==> src/rtl/aer_in_event_fifo.sv <==
// Buffered AER event source: valid/ready ingress into a FIFO with type/range filtering,
// replayed to the LRF mapper over a registered four-phase REQ/ACK handshake.
module aer_in_event_fifo #(
    parameter int AER_WIDTH  = 12,
    parameter int FIFO_DEPTH = 16,
    parameter int FM_C       = 16,
    parameter int FM_W       = 32,
    parameter int FM_H       = 32
) (
    input  logic                          clk,
    input  logic                          rst,
    input  logic                          IN_VALID,
    input  logic [AER_WIDTH-1:0]          IN_EVENT,
    output logic                          IN_READY,
    output logic                          MAP_IN_AERIN_REQ,
    output logic [AER_WIDTH-1:0]          MAP_IN_AERIN_EVENT,
    output logic [AER_WIDTH-3:0]          MAP_IN_AERIN_IDX,
    input  logic                          MAP_IN_AERIN_ACK,
    output logic [$clog2(FIFO_DEPTH):0]   FIFO_COUNT,
    output logic                          FIFO_EMPTY,
    output logic                          FIFO_FULL,
    output logic [7:0]                    DROP_CNT,
    output logic                          RANGE_ERR
);
    localparam int PW = $clog2(FIFO_DEPTH);
    localparam int IW = AER_WIDTH - 2;
    localparam int XB = $clog2(FM_W);
    localparam int YB = $clog2(FM_H);
    localparam int CB = $clog2(FM_C);
    localparam logic [PW:0] DEPTH_L = (PW+1)'(FIFO_DEPTH);
    localparam logic [XB:0] FM_W_L  = (XB+1)'(FM_W);
    localparam logic [YB:0] FM_H_L  = (YB+1)'(FM_H);
    localparam logic [CB:0] FM_C_L  = (CB+1)'(FM_C);

    typedef enum logic [1:0] {S_IDLE, S_REQ_HI, S_ACK_LO} state_t;

    logic [AER_WIDTH-1:0] mem_q [FIFO_DEPTH];
    logic [PW-1:0]        wr_q, rd_q;
    logic [PW:0]          cnt_q;
    state_t               state_q, state_d;
    logic [AER_WIDTH-1:0] ev_q, ev_d;
    logic [7:0]           drop_q;
    logic                 rerr_q;

    logic [1:0]    ev_type;
    logic [XB-1:0] x;
    logic [YB-1:0] y;
    logic [CB-1:0] c;
    logic          oor, accept, range_drop, drop, store, pop;

    // Shifts rather than slices keep field extraction legal for any parameter mix.
    assign ev_type    = IN_EVENT[AER_WIDTH-1:AER_WIDTH-2];
    assign x          = XB'(IN_EVENT[IW-1:0]);
    assign y          = YB'(IN_EVENT[IW-1:0] >> XB);
    assign c          = CB'(IN_EVENT[IW-1:0] >> (XB + YB));
    assign oor        = ({1'b0, x} >= FM_W_L) || ({1'b0, y} >= FM_H_L) || ({1'b0, c} >= FM_C_L);
    assign accept     = IN_VALID & IN_READY;
    assign range_drop = accept & (ev_type == 2'b00) & oor;
    assign drop       = range_drop | (accept & (ev_type == 2'b11));
    assign store      = accept & ~drop;
    assign pop        = (state_q == S_REQ_HI) & MAP_IN_AERIN_ACK;

    assign FIFO_COUNT         = cnt_q;
    assign FIFO_EMPTY         = (cnt_q == '0);
    assign FIFO_FULL          = (cnt_q == DEPTH_L);
    assign IN_READY           = ~FIFO_FULL;
    assign MAP_IN_AERIN_REQ   = (state_q == S_REQ_HI);
    assign MAP_IN_AERIN_EVENT = ev_q;
    assign MAP_IN_AERIN_IDX   = ev_q[IW-1:0];
    assign DROP_CNT           = drop_q;
    assign RANGE_ERR          = rerr_q;

    always_ff @(posedge clk) begin
        if (store) mem_q[wr_q] <= IN_EVENT;
    end

    always_ff @(posedge clk) begin
        if (rst) begin
            wr_q    <= '0;
            rd_q    <= '0;
            cnt_q   <= '0;
            state_q <= S_IDLE;
            ev_q    <= '0;
            drop_q  <= '0;
            rerr_q  <= 1'b0;
        end else begin
            if (store) wr_q <= wr_q + PW'(1);
            if (pop)   rd_q <= rd_q + PW'(1);
            case ({store, pop})
                2'b10:   cnt_q <= cnt_q + (PW+1)'(1);
                2'b01:   cnt_q <= cnt_q - (PW+1)'(1);
                default: cnt_q <= cnt_q;
            endcase
            if (drop && drop_q != 8'hFF) drop_q <= drop_q + 8'd1;
            if (range_drop) rerr_q <= 1'b1;
            state_q <= state_d;
            ev_q    <= ev_d;
        end
    end

    // Head entry is latched only on entry to REQ_HI so EVENT is stable for the whole handshake.
    always_comb begin
        state_d = state_q;
        ev_d    = ev_q;
        case (state_q)
            S_IDLE: begin
                if (!FIFO_EMPTY) begin
                    ev_d    = mem_q[rd_q];
                    state_d = S_REQ_HI;
                end
            end
            S_REQ_HI: begin
                if (MAP_IN_AERIN_ACK) state_d = S_ACK_LO;
            end
            S_ACK_LO: begin
                if (!MAP_IN_AERIN_ACK) begin
                    if (!FIFO_EMPTY) begin
                        ev_d    = mem_q[rd_q];
                        state_d = S_REQ_HI;
                    end else begin
                        state_d = S_IDLE;
                    end
                end
            end
            default: state_d = S_IDLE;
        endcase
    end
endmodule
==> config.mk <==
export PLATFORM = sky130hd
export DESIGN_NAME = aer_in_event_fifo
export DESIGN_NICKNAME = d
export VERILOG_FILES = /design/src/rtl/aer_in_event_fifo.sv
export SDC_FILE = /design/constraint.sdc
export NUM_CORES = 1
export LEC_CHECK = 0
export CAP_MARGIN = 20
export CORE_UTILIZATION = 35
export CTS_BUF_LIST = sky130_fd_sc_hd__clkbuf_4 sky130_fd_sc_hd__clkbuf_8 sky130_fd_sc_hd__clkbuf_16
export DETAILED_ROUTE_END_ITERATION = 8
export PLACE_DENSITY_LB_ADDON = 0.3
export SYNTH_ARGS = -nofsm -noshare
export SYNTH_HDL_FRONTEND = slang
export SYNTH_SLANG_ARGS = --single-unit
==> constraint.sdc <==
create_clock -name clk -period 6.05 [get_ports clk]
set_input_delay 1.21 -clock clk [delete_from_list [all_inputs] [get_ports clk]]
set_output_delay 1.21 -clock clk [all_outputs]
set_load 0.03 [all_outputs]
Word-level counts from Yosys, hierarchy flattened
Memory sizes are Yosys's and may differ from the RTL's. A register that Yosys moved wholly into a read port is not among the register bits.
Index checks and enable logic that the tools add are counted.
- register bits: 35
- output and inout port bits: 40
- bits in writable memories: 192
- memories: 1
- bits of input ports: 16
- memories (memory ; depth ; bits a word ; read ports ; clocked after memory_dff ; write ports ; RTL line ; source):
    mem_q ; 16 ; 12 ; 1 ; 1 ; 1 ; 37 ; logic [AER_WIDTH-1:0] mem_q [FIFO_DEPTH];
- reductions and logical operators: 7
- add/sub/neg operators: 5
- equal/unequal tests: 10
- bitwise operators: 6
- multiplexer cells: 13
- operators with widths (cell ; number):
    $mux W12 ; 2
    $pmux W12 S2 ; 1
    $pmux W5 S2 ; 1
    $add A4 B1 Y4 const B ; 2
    $add A8 B1 Y8 const B ; 1
    $mux W4 ; 2
    $ne A8 B8 Y1 const B ; 1
    $eq A2 B2 Y1 const B ; 3
    $mux W2 ; 3
    $pmux W2 S3 ; 1
    $add A5 B1 Y5 const B ; 1
    $eq A5 B5 Y1 const B ; 1
    $logic_not A5 Y1 ; 1
    $sub A5 B1 Y5 const B ; 1
    $and A1 B1 Y1 ; 4
    $eq A2 B1 Y1 const B ; 2
    $ne A2 B2 Y1 const B ; 2
    $reduce_bool A2 Y1 ; 2
    $mux W1 ; 3
    $reduce_and A3 Y1 ; 1
    $logic_not A2 Y1 ; 1
    $ne A2 B1 Y1 const B ; 1
    $not A1 Y1 ; 2
    $reduce_and A2 Y1 ; 1
    $logic_and A1 B1 Y1 ; 1

Depth between registers and ports, before layout
Gate-level depths: netlist of run 1.
- depth in word-level cells: 8
- mapped depth: 12
- mapped depth without buffers: 10

Worst setup path before layout of run 1
Ideal clock, no wire load.
- path kind: input to register
- from: in IN_EVENT[10]
- to: reg cnt_q[4] (netlist: FIFO_COUNT[4])
- cell stages on the path: 10
- arrival: 3.325 ns
- data required time: 5.929 ns
- library setup time: 0.121 ns
- path slack: 2.605 ns
- cell sequence: a221oi_2 > inv_1 > ha_1 > clkbuf_1 > xor2_1 > ha_1 > a21oi_1 > a22oi_1 > a31oi_1 > mux2_2
- cells in the longest elaborated chain, start to end: 6
- ends and longest elaborated chain (item ; RTL line ; source):
    start: declaration ; 13 ; input logic [AER_WIDTH-1:0] IN_EVENT,
    $eq A2 B2 Y1 (*) ; 59 ; assign drop = range_drop | (accept & (ev_type == 2'b11));
    $and A1 B1 Y1 (*) ; 59 ;
    $not A1 Y1 (*) ; 60 ; assign store = accept & ~drop;
    $and A1 B1 Y1 (*) ; 60 ;
    $eq A2 B1 Y1 or $eq A2 B2 Y1 (tied branches) ; 89 ; case ({store, pop})
    $pmux W5 S2 or $reduce_bool A2 Y1 (tied branches) ; - ;
    end signal: assignment ; 90 ; 2'b10: cnt_q <= cnt_q + (PW+1)'(1);
    end signal: assignment ; 91 ; 2'b01: cnt_q <= cnt_q - (PW+1)'(1);
    end signal: assignment ; 92 ; default: cnt_q <= cnt_q;
    end: declaration ; 39 ; logic [PW:0] cnt_q;
Mark *: on every way between the ends. The rest lies on a longest branch, timed or not.
A chain may end at the register's enable or synchronous reset.

Worst setup path after layout of run 1
- from: in IN_EVENT[11]
- to: reg cnt_q[4] (netlist: FIFO_COUNT[4])
Same word-level chain as after synthesis.

==> run metrics, run 1 <==
drt pass-1 iters=4; die height=164.3 µm; Total Nets Final=598; startpoint types=primary input; Setup-failing EPs final=0; status=finished, final reports clean; Unique masters post-synth=between 50 and 60; synth warn=0; Slew Limit Fails=0; sequential share of the synthesized area=71.00%; vias per cell=5.154; Setup Fix Bufs, Post-CTS=0; Finished Core Util=41.89%; ys async rst share=0%; worst hold path class=register to register; top_reg_cell synth=edfxtp_1; worst r2r src=FIFO_COUNT[2]; CP max FO=18; Starting Density=35.48%; Inserted Clock Buffers=25; # hold bufs at CTS=0; Hold Fails Final Rpt=0; final instance area=~11,000 µm²; Finished Layout Cells=between 900 and 1,000; die area=27,000 µm²; slowest cell delay on critical path=800 ps; max frequency=0.2412 GHz; Routed Antenna Nets=0; CTS H-tree lvls=1; pin count of the biggest net entering global routing=49; most used cell, CP=ha_1; First DRT Iteration DRCs=443; CP Cell Sequence=clkdlybuf4s50_1 -> a221oi_2 -> inv_1 -> ha_1 -> xor2_1 -> ha_1 -> a21oi_1 -> a22oi_1 -> a31oi_1 -> mux2_2; CP Class=primary input to register; CP Data Arrival Time=4550 ps; period utilisation layout=68.53%; Pleak=3.454 nW; post-synth top area share=a little over three fifths; total length of routed wires=19,060 µm; Worst-path clk slew=60 ps; max-capacitance violation count=0; Post-Synthesis Cells=511; mapped cell area=9220 µm²; Slowest cell on crit path=clkdlybuf4s50_1; Residual DRC=0; Worst-Skew Late Latency=510 ps; CTS Sinks=between 200 and 250; WL/cell=20.60 µm; setup ws final=1904 ps; Sum Neg Setup Slack=0 ps; Pwr per Cell Area=369.1 nW/µm²; Setup Skew=9.156 ps; core region area=between 20,000 and 30,000 µm²; placed cell count=873; Site Rows=59; CP Data Required Time=6450 ps; Total Routing Usage GR=14.59%; HP Start=state_q[0]; synth top area cells=edfxtp_1, mux4_2, dfxtp_1; Top Ports=56; commonest cells in the synthesized netlist=edfxtp_1, mux4_2, dfxtp_1, nor2_1, mux2i_1; Worst setup EP type=register; share of cells above drive strength 1=22.71%; Buf/Inv on CP=2; initial antenna violation count=0; Slew headroom=between 30 and 40%; Post-Syn Nets=536; placed instance area=approximately 10,000 µm²; Post-DP HPWL=11,750 µm; post_cts resized=0; RD Place Congestion=0.7720; RSZ-0062 raised after global routing=false; syn_area_per_cell=18.04 µm²; worst vdd ir=0.0002875 V; Port Buf Inserts=54; grt ovf=0; Yosys reg bits=231; Tightest Pin Transition=1014 ps; vias in the first global route=4,799; cell with the most instances after synthesis=edfxtp_1; ANT cells=0; first-pass GRT wire length=29,000 µm; crit path launch=IN_EVENT[11]; die width=between 150 and 200 µm; CTS tree=built; vias after detailed routing=4,767; clock root buffer=clkbuf_16; EDFF count, synth=192; synthesis-to-layout area growth=18.06%; clock buffer depth=3; pre-CTS WS=1389 ps; fin crit period=4146 ps; CP delay by family, top=compound AO/OA/AOI/OAI gates; cell taking the most area after synthesis=edfxtp_1
==> placed cells by master, fill, tap and decap left out, drive strengths merged, types with 4 or more instances in the layout <==
master	n
nand2	12
or4	5
o21ai	13
mux4	48
a21oi	10
clkinv	7
nor3	5
nand3	4
buf	20
nor2	30
edfxtp	192
mux2	14
a32oi	10
mux2i	16
inv	12
clkbuf	36
o31ai	4
ha	9
clkdlybuf4s50	54
dfxtp	39
xor2	7
==> power by group <==
part	switching [W]	internal [W]	leakage, nW
combinational	0.000428	0.000322	1.02
clock	0.000582	0.000817	0.381
sequential	0.0000742	0.00179	2.05
==> per-layer routing <==
metal / GRT usage (%) / share of wire (%) / vias to the layer above
met1: 19.56 / 44 / 2455
met2: 24.57 / 49 / 131
met3: 2.551 / 5.2 / 26
met5: 0 / 0 / -
met4: 3.451 / 1.8 / 0
li1: - / - / 2155
==> final cells by class <==
cell class / instances / area (µm²)
clock buffers: 36 / 714.4
clock inverters: 8 / 37.54
fillers: 2343 / 15100
inverters: 11 / 41.29
multi-input cells: 230 / 2414
flip-flops and latches: 231 / 6550
well taps: 335 / 419.2
repair buffers: 74 / 709.4
==> cell families (layout without fill, tap and decap cells) <==
family | after synthesis | count (layout) | synth area share (%)
compound gates | 55 | 55 | 4.275
xor+xnor | 10 | 10 | 0.9500
mux | 78 | 78 | 15.17
fa+ha+maj | 9 | 9 | 1.221
flops | 231 | 231 | 71.00
simple gates | 77 | 77 | 4.302
buf+inv | 50 | 129 | 3.040
other cells | 1 | 1 | 0.04067
==> per-stage QoR <==
step	power, W	hold slack (ps)
floorplan	0.002399	476.7
global placement	0.002637	484.6
detailed placement	0.002649	498.5
CTS	0.004049	505.8
global route	0.004161	545.0
finish	0.004018	508.6
==> registers in the layout, summed over array words and instances, names as in the netlist, named ones only <==
name                cells
mem_q                 192
MAP_IN_AERIN_EVENT     12
DROP_CNT                8
FIFO_COUNT              5
rd_q                    4
wr_q                    4
state_q                 2
==> final timing paths <==
path              endpoint  slack [ps]  cells after the start
max          FIFO_COUNT[4]        1900                     10
min             state_q[0]         510                      2
max reg2reg  FIFO_COUNT[4]        2910                     10
min reg2reg     state_q[0]         510                      2
==> worst register-to-register path: cells and delay by family, from the launching register on <==
| family | cells | cell delay [ps] |
|---|---|---|
| AO/OA/AOI/OAI | 4 | 1130 |
| XOR/XNOR | 1 | 190 |
| adder cells (fa/ha/maj) | 2 | 530 |
| buffers and inverters | 1 | 160 |
| flip-flops | 1 | 550 |
| multiplexers | 1 | 350 |
| AND/OR/NAND/NOR | 1 | 120 |
Power figures use the tool's default switching activity.
==> inputs of run 2 (changes only) <==
==> constraint.sdc (replaced) <==
create_clock -name clk -period 4.11 [get_ports clk]
set_input_delay 0.822 -clock clk [delete_from_list [all_inputs] [get_ports clk]]
set_output_delay 0.822 -clock clk [all_outputs]
set_load 0.03 [all_outputs]
==> run 2 against run 1 <==
Effect of this change:
- worst setup slack got worse by 940 ps
- largest power group unchanged
- clock power grew 53%
- sequential power increased by 48%
- critical path type is now register to output pin
- hold slack better by 5.6 ps
- cell count is 0.76% higher
- wire length increased by 6.2%
- via count grew 3.5%
- sequential share of layout area is 0.47 points lower
- non-clock buffer count increased by 7
- die area is the same
==> run metrics, run 2 (synthesis gave the netlist of run 1 again) <==
post_cts resized=0 (unchanged); Reg-to-Reg End=FIFO_COUNT[4] (unchanged); ANT cells=0 (unchanged); pin count of the biggest net entering global routing=37 (was 49); WL/cell=21.72 µm (was 20.60 µm); die area=27,000 µm² (unchanged); Site Rows=59 (unchanged); Worst-Skew Late Latency=530 ps (was 510 ps); Starting Density=35.48% (unchanged); Setup Fix Bufs, Post-CTS=0 (unchanged); Worst setup EP type=output pin (was register); core region area=25,980 µm² (unchanged); vias after detailed routing=4,935 (was 4,767); CP max FO=7 (was 18); CP Data Arrival Time=2330 ps (was 4550 ps); Finished Layout Cells=932 (was 925); HP Start=state_q[0] (unchanged); hold depth=2 (unchanged); Hold Slack=514.3 ps (was 508.6 ps); status=finished, final reports clean (unchanged); CP Class=register to output pin (was primary input to register); die width=164.3 µm (unchanged); Top Ports=56 (unchanged); clock root buffer=clkbuf_16 (unchanged); clock buffer depth=3 (unchanged); Inserted Clock Buffers=24 (was 25); First DRT Iteration DRCs=412 (was 443); Slew headroom=34.06% (was 32.01%); Post-DP HPWL=11,870 µm (was 11,750 µm); drt pass-1 iters=4 (unchanged); # fillers=2,297 (was 2,343); CTS tree=built (unchanged); Slew Limit Fails=0 (unchanged); first-pass GRT wire length=30,900 µm (was 29,000 µm); worst vdd ir=0.0005284 V (was 0.0002875 V); vias per cell=5.295 (was 5.154); Setup-failing EPs final=0 (unchanged); r2r setup slk=1260 ps (was 2910 ps); Reg2Reg Depth=11 (was 10); Port Buf Inserts=54 (unchanged); Seq. cell area=6550 µm² (unchanged); CTS Sinks=231 (unchanged); synthesis-to-layout area growth=19.00% (was 18.06%); RSZ-0062 raised after global routing=false (unchanged); RD Place Congestion=0.7790 (was 0.7720); CP Data Required Time=3290 ps (was 6450 ps); worst r2r src=FIFO_COUNT[2] (unchanged); multi-input logic area=2420 µm² (was 2414 µm²); most frequent cells in the layout=edfxtp_1, clkdlybuf4s50_1, mux4_2, dfxtp_1, nor2_1 (unchanged); Routed Antenna Nets=0 (unchanged); Residual DRC=0 (unchanged); startpoint types=register (was primary input); Setup Skew=18.35 ps (was 9.156 ps); Sum Neg Setup Slack=0 ps (unchanged); Pwr per Cell Area=548.6 nW/µm² (was 369.1 nW/µm²); initial antenna violation count=0 (unchanged); Hold Fails Final Rpt=0 (unchanged); Total Nets Final=604 (was 598); vias in the first global route=5,070 (was 4,799); die height=164.3 µm (unchanged); Total Routing Usage GR=15.67% (was 14.59%); Tightest Pin Transition=989.1 ps (was 1014 ps); max-capacitance violation count=0 (unchanged); share of cells above drive strength 1=24.12% (was 22.71%); Worst-path clk slew=60 ps (about the same); fin crit period=between 3000 and 4000 ps; Reg with most FFs=mem_q (unchanged); Final Total Pwr=0.006019 W (was 0.004018 W); worst hold path class=register to register (unchanged); period utilisation layout=about three quarters; # hold bufs at CTS=0 (unchanged); placed cell count=888 (was 873); total length of routed wires=20,240 µm (was 19,060 µm); commonest non-fill, non-tap cell in the layout=edfxtp_1 (unchanged); Largest register FFs=192 (unchanged); max frequency=between 0.3 and 0.4 GHz; Pleak=3.506 nW (was 3.454 nW); CTS H-tree lvls=1 (unchanged); grt ovf=0 (unchanged); Min-Delay Endpoint=state_q[0] (unchanged)
[run 2: cell count changes in the layout (fill, tap and decap cells not counted), moves of 2 or more]
cell      previous run  this run
buf_4               15        27
buf_6                5         0
clkbuf_4            10         4
clkbuf_8             1         6
clkinv_1             5         3
clkinv_2             2         4
[run 2: worst max-delay path by stage]
stage	end	depth (start not counted)	from
global route	FIFO_EMPTY	3	FIFO_COUNT[0]
finish	FIFO_EMPTY	3	FIFO_COUNT[0]
detailed placement	FIFO_COUNT[4]	12	IN_VALID
global placement	FIFO_COUNT[4]	12	IN_VALID
floorplan	FIFO_COUNT[4]	10	IN_EVENT[10]
CTS	FIFO_EMPTY	3	FIFO_COUNT[0]
[run 2: per-layer routing]
layer  up-vias  wire length, µm  global-route usage [%]
li1       2169                -                       -
met1      2602             9570                   22.13
met2       133             9513                   25.01
met3        31              785                   2.424
met4         0              375                   4.461
met5         -                0                       0
[run 2: cell type report]
| class | count | share of cell area, % |
|---|---|---|
| flip-flops and latches | 231 | 59.70 |
| multi-input cells | 230 | 22.05 |
| inverters | 11 | 0.3763 |
| clock inverters | 10 | 0.7755 |
| clock buffers | 34 | 6.500 |
| well taps | 335 | 3.820 |
| repair buffers | 81 | 6.774 |
[run 2: metrics by stage]
step / setup slack (ps) / cell area (µm²) / utilization [%]
2_1_floorplan: 1053 / 9220 / -
3_3_place_gp: 692.3 / 10170 / 39.15
3_5_place_dp: 635.0 / 10170 / 39.15
4_1_cts: 938.7 / 10970 / 42.22
5_1_grt: 861.1 / 10970 / 42.22
6_report: 960.2 / 10970 / 42.22
[run 2: where the power goes]
part	total [W]	internal [W]	leakage [nW]	switching [W]
sequential	0.00277	0.00264	2.05	0.000132
combinational	0.00110	0.000477	1.06	0.000625
clock	0.00214	0.00127	0.399	0.000873
total	0.00602	0.00439	3.51	0.00163
[run 2: critical path, cell delays in order, from the launching register on]
cell,delay [ps]
dfxtp_1,400
or4_4,610
nor2_1,120
clkdlybuf4s50_1,670
==> edit 1 (settings of run 2) <==
The parameter `AER_WIDTH` goes from 12 to 6.
--- a/src/rtl/aer_in_event_fifo.sv
+++ b/src/rtl/aer_in_event_fifo.sv
@@ -3,3 +3,3 @@
 module aer_in_event_fifo #(
-    parameter int AER_WIDTH  = 12,
+    parameter int AER_WIDTH  = 6,
     parameter int FIFO_DEPTH = 16,
Ports: changed (resized IN_EVENT, MAP_IN_AERIN_EVENT and MAP_IN_AERIN_IDX); port bits go from 56 to 38. No check against the original RTL was run, so the function may have changed too.
==> edit 1 against run 2 <==
Total power is 39% lower; synthesized area is 42% lower; critical path depth is the same; synthesized cell count down 25%; count of clock-buffer cells in the layout decreased by 17; routed wire length down 44%; cell area fell by 41%; maximum frequency up 3.0%; sequential cell count is 102 lower; final cell count is 33% lower; die area fell by 41%; setup slack gained 0.091 ns; critical path type unchanged.
==> edit 1: results (changes against run 2) <==
Placed design
  – Routability congestion estimate: 0.755 (-3.1%)
  – Port bufs: 36 (-33%)
  – Area after DPL: 5900 um^2 (-42%)
  – Detailed placement HPWL: 7.53 mm (-37%)

Drt
  – Drt drc: 0 (unchanged)
  – Routed WL: 11.3 mm (-44%)
  – First-pass iteration count of the detailed router: 4 (unchanged)
  – DRT iter0 DRCs: 216 (-48%)
  – Vias/cell: 5.22 (-1.4%)

Yosys
  – Synth cell count leaders: 96 x edfxtp_1, 37 x mux2i_1, 36 x nor2_1
  – Top cells by area, synth: edfxtp_1 54%, dfxtp_1 12%, mux2i_1 6.9%, mux4_2 2.9%, nor2_1 2.5%
  – Synth unique cells: 47 (-16%)
  – Post-Syn Nets: 404 (-25%)
  – Post-synthesis sequential area ratio: 66.0% (-5.0 points)
  – EDFF count, synth: 96 (-50%)

Final layout
  – Fillers: 1324 (-42%)
  – Final net count: 443 (-27%)
  – Share of post-route cells with drive strength above 1: 13.0% (-11 points)
  – Max reg flops: 96 (-50%)
  – Ant. Diodes: 0 (unchanged)

Global route
  – Pin count of the biggest net entering global routing: 25 (-32%)
  – Vias in the first global route: 3236 (-36%)
  – First-pass GRT wire length: 17.7 mm (-43%)
  – GRT Util Overall: 15.3% (-0.41 points)

Clock network
  – CTS HTree Levels: 4 (+3)
  – Clock buffer count from CTS: 17 (-29%)
  – Maximum root-to-sink buffer count: 2 (-1)
  – # resized after CTS: 0 (unchanged)
  – CTS clk-pin slew, worst paths: 0.06 ns (about the same)
  – Worst skew pair latency: 0.42 ns (-0.11 ns)

Worst setup path
  – Worst EP arrival: 2.24 ns (-0.09 ns)
  – Maximum fanout along the worst path: 7 (unchanged)

STA
  – Tightest Pin Transition: 0.898 ns (-0.0912 ns)
  – Layout Skew: 0.00959 ns (-0.00876 ns)

Pwr
  – Cell Int Power: 2.67 mW (-39%)
  – Max VDD drop: 0.000335 V (-37%)
  – Leakage: 2.09 nW (-40%)

Run status
  – Status: complete, no violations
-- edit 1: cell count changes in the layout (fill, tap and decap cells not counted), moves of 7 or more --
cell / run 2 / this run
a32oi_1: 10 / 0
buf_4: 27 / 9
clkbuf_16: 24 / 17
clkdlybuf4s50_1: 54 / 36
edfxtp_1: 192 / 96
mux2_2: 14 / 2
mux2i_1: 16 / 37
mux4_2: 48 / 7
nor3_1: 1 / 10
o21ai_1: 11 / 0
o22ai_1: 1 / 18
-- edit 1: worst max-delay path, cell delays in order (launching register included) --
cell	delay (ns)
dfxtp_1	0.40
or4_1	0.63
nor2_1	0.12
clkdlybuf4s50_1	0.67
-- edit 1: power by group through the flow --
stage / logic [mW] / clock network (mW) / registers, mW
after floorplan: 0.385 / 0 / 1.58
after global placement: 0.614 / 0 / 1.56
after detailed placement: 0.621 / 0 / 1.56
after CTS: 0.626 / 1.53 / 1.54
after global routing: 0.674 / 1.58 / 1.55
final: 0.620 / 1.50 / 1.53
-- edit 1: path summary, 6_finish.rpt --
| check | from | end | slack, ns | depth (start not counted) |
|---|---|---|---|---|
| setup / recovery | FIFO_COUNT[0] | FIFO_EMPTY | 1.05 | 3 |
| hold / removal | MAP_IN_AERIN_EVENT[4] | MAP_IN_AERIN_EVENT[4] | 0.51 | 2 |
| setup reg to reg | FIFO_COUNT[2] | FIFO_COUNT[4] | 1.41 | 10 |
| hold reg to reg | MAP_IN_AERIN_EVENT[4] | MAP_IN_AERIN_EVENT[4] | 0.51 | 2 |
-- edit 1: layer usage --
layer / vias to the layer above / share of wire, % / track usage [%]
met5: - / 0 / 0
li1: 1540 / - / -
met3: 17 / 4.6 / 4.67
met4: 0 / 2.3 / 7.16
met1: 1607 / 45 / 19.3
met2: 79 / 48 / 23.9
-- edit 1: cell families (layout without fill, tap and decap cells) --
kind of cell / Yosys count / count (layout) / synth area share (%)
and+or+nand+nor: 99 / 99 / 9.70
buffers and inverters: 36 / 88 / 3.08
other: 1 / 1 / 0.0699
muxes: 46 / 46 / 10.3
xor gates and xnor gates: 10 / 10 / 1.63
adders and majority gates: 9 / 9 / 2.10
DFF: 129 / 129 / 66.0
AOI/OAI and AO/OA: 55 / 55 / 7.13
-- edit 1: layout make-up --
cell class                      instances  area, um^2  area share (%)
Sequential cell                       129        3540            54.6
Multi-Input combinational cell        220        1660            25.5
Timing Repair Buffer                   45         428            6.59
Clock buffer                           17         425            6.55
Tap cell                              184         230            3.54
Clock inverter                         15         168            2.58
Inverter                               11        41.3           0.636
-- edit 1: stage by stage --
step	utilization [%]	worst slack, ns	instances
after floorplan	-	1.05	385
after global placement	40.0	0.726	589
after detailed placement	40.0	0.674	589
after CTS	44.0	1.02	621
after global routing	44.0	0.925	621
final	44.0	1.05	621
==> edit 2 (config.mk and constraints of run 2) <==
Made on the original files. `ev_q` no longer has a reset.
--- a/src/rtl/aer_in_event_fifo.sv
+++ b/src/rtl/aer_in_event_fifo.sv
@@ -82,3 +82,2 @@
             state_q <= S_IDLE;
-            ev_q    <= '0;
             drop_q  <= '0;
@@ -96,4 +95,7 @@
             state_q <= state_d;
-            ev_q    <= ev_d;
         end
+    end
+
+    always_ff @(posedge clk) begin
+        ev_q <= ev_d;
     end
Function: differs if rst is asserted again (counterexample within 4 cycles, from zero or initial values and one cycle with rst high); with rst held inactive, the same outputs for 10 cycles.
==> edit 2 against run 2 <==
Non-clock buffer count down 4; synthesized area down 0.53%; clock skew down 0.011 ns; highest routed layer unchanged; sequential cell count unchanged; core utilization up 0.82 points; count of clock-buffer cells in the layout down 7; critical path type is now input pin to flop; worst hold slack worse by 0.011 ns; synthesized cell count down 2.9%; routed wire length down 4.5%; total power up 8.7%; via count down 4.7%; cell area about the same; setup slack worse by 0.081 ns.
==> edit 2: results (changes against run 2) <==
Yosys
  – Post-Syn Nets: 521 (-2.8%)
  – EDFF count, synth: 204 (+6.3%)
  – Number of synthesis warnings: 0 (unchanged)
  – Synth cell count leaders: 204 x edfxtp_1, 48 x mux4_2, 27 x dfxtp_1
  – Post-synthesis sequential area ratio: 72.7% (+1.7 points)
  – Top cells by area, synth: edfxtp_1 67%, mux4_2 12%, dfxtp_1 5.9%, a22oi_1 2.0%, ha_1 1.2%
  – Mapped Cells: 496 (-2.9%)

Clock network
  – Clock buffer count from CTS: 24 (unchanged)
  – Maximum root-to-sink buffer count: 3 (unchanged)
  – Worst skew pair latency: 0.51 ns (-0.02 ns)
  – # resized after CTS: 0 (unchanged)
  – CTS clk-pin slew, worst paths: 0.06 ns (about the same)
  – CTS HTree Levels: 1 (unchanged)
  – Root Buffer: clkbuf_16

Placed design
  – Area after DPL: 10100 um^2 (-0.74%)
  – Placed Cells: 865 (-2.6%)
  – Routability congestion estimate: 0.804 (+3.2%)
  – Detailed placement HPWL: 11.5 mm (-3.0%)
  – DP Worst Slack: 0.346 ns (-0.289 ns)

Drt
  – Routed WL: 19.3 mm (-4.5%)
  – DRT iter0 DRCs: 366 (-11%)
  – First-pass iteration count of the detailed router: 4 (unchanged)
  – Vias/cell: 5.17 (-2.4%)
  – Via total after detailed routing: 4703 (-4.7%)

Global route
  – Initial antenna violation count: 0 (unchanged)
  – Vias in the first global route: 5027 (-0.85%)
  – GR Util met2: 25.6% (+0.57 points)
  – Met3 usage: 2.15% (-0.28 points)
  – Global routing usage on met1: 20.0% (-2.2 points)
  – Pin count of the biggest net entering global routing: 49 (+32%)
  – GRT Util Overall: 14.9% (-0.77 points)
  – First-pass GRT wire length: 29.7 mm (-3.9%)

Worst setup path
  – Worst EP arrival: 3.62 ns (+1.29 ns)
  – Maximum fanout along the worst path: 8 (+1)
  – R2r setup slk: 1.21 ns (-0.05 ns)
  – Register-to-Register Path Depth: 10 (-1)

STA
  – Hold_ws: 0.503 ns (-0.0110 ns)
  – Layout Skew: 0.00746 ns (-0.0109 ns)
  – Relative slew slack: 34.8% (+0.73 points)

Pwr
  – Sw Pwr: 1.84 mW (+13%)
  – Max VDD drop: 0.000621 V (+18%)
  – Combinational share of power: 22.2% (+3.9 points)
  – Leakage: 3.55 nW (+1.3%)

Final layout
  – Max reg flops: 192 (unchanged)
  – Design area: 11000 um^2 (about the same)
  – Final net count: 588 (-2.6%)
  – Share of post-route cells with drive strength above 1: 22.8% (-1.4 points)
  – Top reg by flops: mem_q
  – Fillers: 2225 (-3.1%)

Min path
  – Hold endpoint: DROP_CNT[6]
  – Hold path start: DROP_CNT[6]
  – Hold Path Stages: 1 (-1)

Run
  – Max_cap viols: 0 (unchanged)

Run status
  – Status: complete, no violations
## edit 2: changes by cell type in the layout (fill, tap and decap cells not counted), sizes merged, moves of 10 or more
cell / before / now
dfxtp: 39 / 27
mux2i: 16 / 3
edfxtp: 192 / 204
a22oi: 2 / 24
and3: 3 / 13
mux2: 14 / 2
nor2: 30 / 18
## edit 2: routing by layer
metal  vias to the layer above  share of wire, %
li1                       2133                 -
met1                      2396                42
met2                       145                50
met3                        29               6.2
met4                         0               1.9
met5                         -                 0
## edit 2: logic make-up (layout without fill, tap and decap cells)
group                    after synthesis  count (layout)  share of synthesized area [%]
flip-flops                           231             231                           72.7
adder cells (fa/ha/maj)                9               9                           1.23
buffers and inverters                 44             128                           2.50
other                                  1               1                         0.0409
XOR/XNOR                              10              10                          0.955
AND/OR/NAND/NOR                       89              89                           5.43
AO/OA/AOI/OAI                         59              59                           4.80
multiplexers                          53              53                           12.4
## edit 2: layout make-up
cell class              count  share of cell area, %
inverters                   8                  0.274
clock inverters            16                   1.49
well taps                 330                   3.77
repair buffers             77                   6.87
flip-flops and latches    231                   60.8
clock buffers              27                   5.90
multi-input cells         221                   20.8
## edit 2: critical path: stages
cell	delay (ns)
clkdlybuf4s50_1	0.52
a21boi_0	0.26
a21boi_2	0.23
inv_1	0.09
ha_1	0.30
xor2_1	0.18
ha_1	0.19
a21oi_1	0.29
a32oi_1	0.19
or4_1	0.43
o311ai_0	0.11
## edit 2: worst max path at each step
stage                       start       endpoint  slack (ns)  cells past startpoint
global placement         IN_VALID  FIFO_COUNT[4]        0.56                     11
global route             IN_VALID  FIFO_COUNT[4]        0.66                     11
floorplan                IN_VALID  FIFO_COUNT[4]        1.02                     11
CTS                 FIFO_COUNT[0]     FIFO_EMPTY        0.88                      3
finish                   IN_VALID  FIFO_COUNT[4]        0.88                     11
detailed placement       IN_VALID  FIFO_COUNT[4]        0.35                     11
## edit 2: power groups by stage
| stage | Clock (mW) | Sequential, mW | Combinational, mW |
|---|---|---|---|
| floorplan | 0 | 3.03 | 0.859 |
| global placement | 0 | 2.99 | 1.37 |
| detailed placement | 0 | 3.00 | 1.39 |
| CTS | 2.25 | 2.95 | 1.39 |
| global route | 2.33 | 2.91 | 1.56 |
| finish | 2.20 | 2.89 | 1.45 |
